[config.mk]
export PLATFORM = sky130hd
export DESIGN_NAME = fetch_unit
export DESIGN_NICKNAME = d
export VERILOG_FILES = /design/src/rtl/fetch_pkg.sv /design/src/rtl/fetch_unit.sv
export SDC_FILE = /design/constraint.sdc
export NUM_CORES = 1
export LEC_CHECK = 0
export BUFFER_PORTS_ARGS = -buffer_cell sky130_fd_sc_hd__buf_2
export CAP_MARGIN = 15
export CORE_ASPECT_RATIO = 0.8
export CORE_MARGIN = 2
export CORE_UTILIZATION = 35
export DETAILED_ROUTE_END_ITERATION = 7
export SLEW_MARGIN = 20
export SYNTH_ARGS = -nofsm -noshare
export SYNTH_HDL_FRONTEND = slang
export SYNTH_SLANG_ARGS = --single-unit
[constraint.sdc]
create_clock -name clk -period 8.1 [get_ports clk]
set_input_delay 0.81 -clock clk [delete_from_list [all_inputs] [get_ports clk]]
set_output_delay 0.81 -clock clk [all_outputs]
set_load 0.02 [all_outputs]
[src/rtl/fetch_pkg.sv]
`default_nettype none
// ============================================================================
// Module  : fetch_pkg
// Brief   : Shared types and constants for the RivRtos instruction fetch stage
// Revision: 1.0
// ============================================================================
package fetch_pkg;

  typedef enum logic [1:0] {
    IDLE = 2'd0,
    REQ  = 2'd1,
    HOLD = 2'd2
  } fetch_state_t;

  localparam logic [31:0] NOP_INST         = 32'h0000_0013;
  localparam logic [31:0] DEFAULT_RESET_PC = 32'h0000_0000;

  // Clears the low two bits so every request address is word aligned.
  function automatic logic [31:0] align_pc(input logic [31:0] pc);
    return pc & 32'hFFFF_FFFC;
  endfunction

endpackage
`default_nettype wire

[src/rtl/fetch_unit.sv]
`default_nettype none
// ============================================================================
// Module  : fetch_unit
// Brief   : PC owner, imem req/ack fetch FSM, one-entry hold buffer, redirect
// Revision: 1.0
// ============================================================================
module fetch_unit
  import fetch_pkg::*;
#(
  parameter logic [31:0] RESET_PC = DEFAULT_RESET_PC
) (
  input  logic        clk,
  input  logic        reset,
  input  logic        pc_sel,
  input  logic [31:0] target_pc,
  input  logic        stall,
  output logic        imem_req,
  output logic [31:0] imem_addr,
  input  logic        imem_ack,
  input  logic [31:0] imem_rdata,
  output logic        if_valid,
  output logic [31:0] if_inst,
  output logic [31:0] if_pc,
  output logic [31:0] if_pc_plus_4
);

  fetch_state_t state_q, state_d;
  logic [31:0]  fetch_pc_q, fetch_pc_d;
  logic         kill_q, kill_d;
  logic [31:0]  redirect_pc_q, redirect_pc_d;
  logic [31:0]  hold_inst_q, hold_inst_d;
  logic [31:0]  hold_pc_q, hold_pc_d;
  logic         out_valid_q, out_valid_d;
  logic [31:0]  out_inst_q, out_inst_d;
  logic [31:0]  out_pc_q, out_pc_d;

  always_ff @(posedge clk or posedge reset) begin
    if (reset) begin
      state_q       <= IDLE;
      fetch_pc_q    <= RESET_PC;
      kill_q        <= 1'b0;
      redirect_pc_q <= RESET_PC;
      hold_inst_q   <= NOP_INST;
      hold_pc_q     <= RESET_PC;
      out_valid_q   <= 1'b0;
      out_inst_q    <= NOP_INST;
      out_pc_q      <= RESET_PC;
    end else begin
      state_q       <= state_d;
      fetch_pc_q    <= fetch_pc_d;
      kill_q        <= kill_d;
      redirect_pc_q <= redirect_pc_d;
      hold_inst_q   <= hold_inst_d;
      hold_pc_q     <= hold_pc_d;
      out_valid_q   <= out_valid_d;
      out_inst_q    <= out_inst_d;
      out_pc_q      <= out_pc_d;
    end
  end

  always_comb begin
    state_d       = state_q;
    fetch_pc_d    = fetch_pc_q;
    kill_d        = kill_q;
    redirect_pc_d = redirect_pc_q;
    hold_inst_d   = hold_inst_q;
    hold_pc_d     = hold_pc_q;
    out_valid_d   = out_valid_q && stall;
    out_inst_d    = out_inst_q;
    out_pc_d      = out_pc_q;

    case (state_q)
      IDLE: begin
        // A late ack from before reset is ignored here.
        state_d = REQ;
        if (pc_sel) begin
          out_valid_d = 1'b0;
          fetch_pc_d  = align_pc(target_pc);
        end
      end

      REQ: begin
        if (pc_sel) begin
          out_valid_d = 1'b0;
          if (imem_ack) begin
            kill_d     = 1'b0;
            fetch_pc_d = align_pc(target_pc);
          end else begin
            // Request cannot be withdrawn: park the target until the ack lands.
            kill_d        = 1'b1;
            redirect_pc_d = align_pc(target_pc);
          end
        end else if (imem_ack) begin
          if (kill_q) begin
            kill_d     = 1'b0;
            fetch_pc_d = redirect_pc_q;
          end else if (!out_valid_q || !stall) begin
            out_valid_d = 1'b1;
            out_inst_d  = imem_rdata;
            out_pc_d    = fetch_pc_q;
            fetch_pc_d  = fetch_pc_q + 32'd4;
          end else begin
            hold_inst_d = imem_rdata;
            hold_pc_d   = fetch_pc_q;
            fetch_pc_d  = fetch_pc_q + 32'd4;
            state_d     = HOLD;
          end
        end
      end

      HOLD: begin
        if (pc_sel) begin
          out_valid_d = 1'b0;
          fetch_pc_d  = align_pc(target_pc);
          state_d     = REQ;
        end else if (!stall) begin
          out_valid_d = 1'b1;
          out_inst_d  = hold_inst_q;
          out_pc_d    = hold_pc_q;
          state_d     = REQ;
        end
      end

      default: state_d = IDLE;
    endcase
  end

  always_comb begin
    imem_req     = (state_q == REQ);
    imem_addr    = fetch_pc_q;
    if_valid     = out_valid_q;
    if_inst      = out_inst_q;
    if_pc        = out_pc_q;
    if_pc_plus_4 = out_pc_q + 32'd4;
  end

endmodule
`default_nettype wire

Word level (Yosys, flattened, before mapping)
Index checks and enable logic that the tools add are counted.
Widths: inputs -> output; s select.
{ "op_classes": {"n_addsub": 2, "multipliers": 0, "div": 0, "order_cmp": 0, "n_eq_ne": 11, "shifts": 0, "n_mux": 38, "bitwise": 4, "n_reduce_logical": 15} }
{ "ops": {"columns": ["cell", "n"], "rows": [
  ["$mux 32", 17],
  ["$pmux 32 s2", 3],
  ["$add 32x3->32 const B", 2],
  ["$mux 2", 6],
  ["$mux 1", 10],
  ["$ne 2x2->1 const B", 5],
  ["$reduce_and 5->1", 2],
  ["$reduce_and 7->1", 1],
  ["$ne 2x1->1 const B", 3],
  ["$pmux 2 s3", 1],
  ["$reduce_and 3->1", 2],
  ["$reduce_bool 2->1", 3],
  ["$not 1->1", 4],
  ["$ne 3x3->1 const B", 1],
  ["$pmux 1 s3", 1],
  ["$eq 2x1->1 const B", 1],
  ["$eq 2x2->1 const B", 1],
  ["$logic_not 1->1", 2],
  ["$logic_not 2->1", 1],
  ["$reduce_and 2->1", 1],
  ["$reduce_or 2->1", 1],
  ["$logic_and 1x1->1", 1],
  ["$logic_or 1x1->1", 1]
]} }
{ "word_totals": {"ff_bits": 194, "latch_bits": 0, "mem_bits_rw": 0, "rom_bits": 0, "inputBits": 69, "out_inout_bits": 130, "word_cells": 79, "memories": 0} }

Logic depth before layout (Yosys ltp)
{ "logic_depth": {"depth_word": 7, "ltp_mapped": 8, "depth_no_buf": 6} }

Worst setup path before layout
Ideal clock, no wire load.
{ "synth_timing": {"path_type": "register to output", "start": "reg out_pc_q[9], in the netlist if_pc[9]", "end": "out if_pc_plus_4[26]", "t_arrival_ns": 1.836, "required_time_ns": 7.290, "path_slack_ns": 5.454, "path_stages_with_launch": 6, "path_buffers": 0, "path_cell_list": "dfrtp_1 and4_1 nand4_1 nor3_2 nand4_1 xnor2_1"} }
{ "synth_via": {"elab_chain_cells": 1} }
{ "synth_rtl": {"columns": ["element", "line_no", "source"], "rows": [
  ["start, declared", "fetch_unit.sv:35", "logic [31:0] out_pc_q, out_pc_d;"],
  ["start signal, assigned", "fetch_unit.sv:57", "out_pc_q <= out_pc_d;"],
  ["$add 32x3->32", "fetch_unit.sv:134", "if_pc_plus_4 = out_pc_q + 32'd4;"],
  ["end, declared", "fetch_unit.sv:24", "output logic [31:0] if_pc_plus_4"]
]} }
Every way passes these cells.

Worst setup path after layout
{ "layout_timing": {"start": "reg out_pc_q[4], in the netlist if_pc[4]", "end": "out if_pc_plus_4[29]"} }
The elaborated chain is that of the path after synthesis.

==> summary.txt <==
Status: finished clean
H-tree depth: 4
Synth area leaders: dfrtp_1 48%, mux2i_1 6.9%, mux2_2 6.5%, mux2_1 4.4%, nand2_1 4.0%
FF+latch count, synth: 188
Drt wl/cell: 18.1 um
Total Power: 3.06 mW
Hold buffers post-CTS: 0
Net switching power: 1.09 mW
Syn. warnings: 0
Worst Path Arrival: 2.28 ns
Nets@finish: 1100
Leak: 5.14 nW
Full die area: 28200 um2
Async set-reset flop share out of synthesis: 100%
Max-cap violations: 0
Worst Setup Start Kind: flop
Crit path kind: reg -> out
Fill cell count: 2636
Initial antenna violation count: 1
Post-synth top area cell: dfrtp_1
Slew @ Worst Pin: 0.977 ns
Post-Place Cells: 1367
Congestion Overflow GR: 0
Setup TNS: 0 ns
Internal cell power: 1.97 mW
Final Util: 42.3%
Seq/Total Area, Yosys: 50.0%
Number of flops mapped to enable cells by yosys: 0
Min setup slack post-route: 5.01 ns
Sw frac: 35.7%
Minimum clock period: 3.09 ns
Core Area: 26400 um2
Comb pwr share: 26.4%
Slew Viols, Final: 0
Worst VDD drop: 0.150 mV
I/O Buffers: 190
Clock sink count: 188
DP Area: 10600 um2
Via count: 7195
Post-DP HPWL: 17300 um
First-pass GRT wire length: 39700 um
Path category of the worst min-delay check: reg -> reg
Clock buffer depth: 2
PostCTS Resize Cnt: 0
Clk_lat worst skew: 0.43 ns
RSZ-0062 raised after global routing: false
Vias per cell: 5.14
Final worst-path cycle share: 38.2%
CTS tree: done
Synth Instances: 877
CP required: 7.29 ns
WHS: 0.473 ns
Synth top area share: 48.4%
Vias in the first global route: 6806
Syn Area/Cell: 10.7 um2
Initial drt markers: 578
Fin cells: 1400
Root Driver: clkbuf_16
DRT Pass-1 Iters: 5
Starting Density: 35.7%
Die width: 187 um
CTS buffer count: 17
Final setup viols: 0
Die Y: 151 um
Finished Cell Area: 11200 um2
# DRC: 0
Layout area overhead: 18.6%
Power share of the clock group: 27.9%
F_max: 0.324 GHz
Max-slew headroom: 34.8%
Crit end category: output pin
All-layer global routing usage: 18.1%
Clk slew on worst S/H paths: 0.07 ns
DRT antenna net count: 0
I/O Pins: 199
Routability cong.: 0.811
CP Max Fanout: 8
Seq pwr share: 45.7%
Post-synth cell types: 62
Largest net degree at the start of global routing: 111
Rows: 53
Final Hold Fails: 0
Pwr per Cell Area: 274 nW/um2
Post-place setup slack: 4.67 ns
WL final: 25300 um
Layout cell share with drive strength beyond 1: 29.2%
Cell Area, Synth: 9420 um2
Number of setup buffers added after CTS: 0
Main flop type after synthesis: dfrtp_1
Worst Skew: 0.0141 ns
path summary, 6_finish.rpt:
path	from	end	slack, ns	depth (start not counted)
worst max-delay path	if_pc[4]	if_pc_plus_4[29]	5.01	6
worst min-delay path	if_inst[1]	if_inst[1]	0.47	2
worst max register to register	state_q[0]	if_pc[18]	5.07	6
worst min register to register	if_inst[1]	if_inst[1]	0.47	2
max in group asynchronous	reset	hold_pc_q[13]	6.39	3
min in group asynchronous	reset	redirect_pc_q[21]	0.52	2
flip-flops by register name (all words and copies together), names as in the netlist:
signal and flops:
kill_q 1, state_q 2, hold_inst_q 32, if_inst 32, hold_pc_q 30, if_valid 1, if_pc 30, redirect_pc_q 30
imem_addr 30
worst max-delay path, cell delays in order (launching register included):
cell and delay (ns):
dfrtp_1 0.43, and4_1 0.28, nand4_1 0.17, nor2_1 0.44, nand4_1 0.19, xnor2_1 0.16, buf_2 0.18
layout make-up:
type	instances	area (um2)	share of cell area [%]
antenna	1	2.50	0.0224
clock buffer	20	457	4.09
clock inverter	12	135	1.21
inverter	7	33.8	0.303
multi-input combinational	617	4360	39.1
sequential	188	4710	42.2
tap	357	447	4.00
timing repair buffer	198	1010	9.09
power groups by stage:
stage / Clock (mW) / Sequential (mW) / Combinational (mW)
2_1_floorplan: 0 / 1.47 / 0.443
3_3_place_gp: 0 / 1.40 / 0.804
3_5_place_dp: 0 / 1.42 / 0.818
4_1_cts: 0.878 / 1.40 / 0.820
5_1_grt: 0.915 / 1.44 / 0.888
6_report: 0.853 / 1.40 / 0.808
cell usage after synthesis, types with 2 or more instances:
cell,count
o31a_1,4
o21ai_1,20
a21o_1,2
buf_1,5
a22oi_1,3
mux2_1,37
nand2b_1,7
o2bb2ai_1,2
xor2_1,11
mux2_2,54
and2_1,5
ha_1,2
nand2_1,101
dfstp_2,6
or3_1,2
a32o_1,4
a32oi_1,12
mux2i_1,65
a311oi_1,3
clkbuf_1,19
nor3_1,9
o21ai_0,70
nor2_1,25
xnor2_1,31
inv_1,7
nand4_1,18
a21oi_1,22
a41o_1,2
o211ai_1,2
dfrtp_1,182
and3_1,13
o31ai_1,6
nand3_1,27
and4_1,6
o21a_1,2
a31oi_1,9
buf_4,14
nor4_1,10
nor2b_1,4
buf_2,32
kinds of logic (layout without fill, tap and decap cells):
group,count (synthesis),after routing,share of synthesized area [%]
AO/OA/AOI/OAI,173,173,11.3
XOR/XNOR,42,42,3.91
adder cells (fa/ha/maj),2,2,0.266
buffers and inverters,77,237,4.05
flip-flops,188,188,50.0
multiplexers,156,156,17.8
other,1,7,0.0398
AND/OR/NAND/NOR,238,238,12.6
layout by cell type (no fill, tap or decap), types with 11 or more instances in the layout:
master     count
nand4_1       18
clkbuf_16     17
a21oi_1       21
xnor2_1       31
a32oi_1       12
mux2i_1       65
dfrtp_1      182
buf_2        190
xor2_1        11
and3_1        13
nand2_1      101
nand3_1       27
o21ai_0       70
mux2_2        54
o21ai_1       20
mux2_1        37
nor2_1        24
metal layers:
metal  wire, um  global-route usage (%)
met5          0                       0
met2      11100                    26.6
met1      12800                    27.3
met3       1330                    4.01
met4        114                    3.39
No activity file was read; power rests on OpenSTA's default activity.
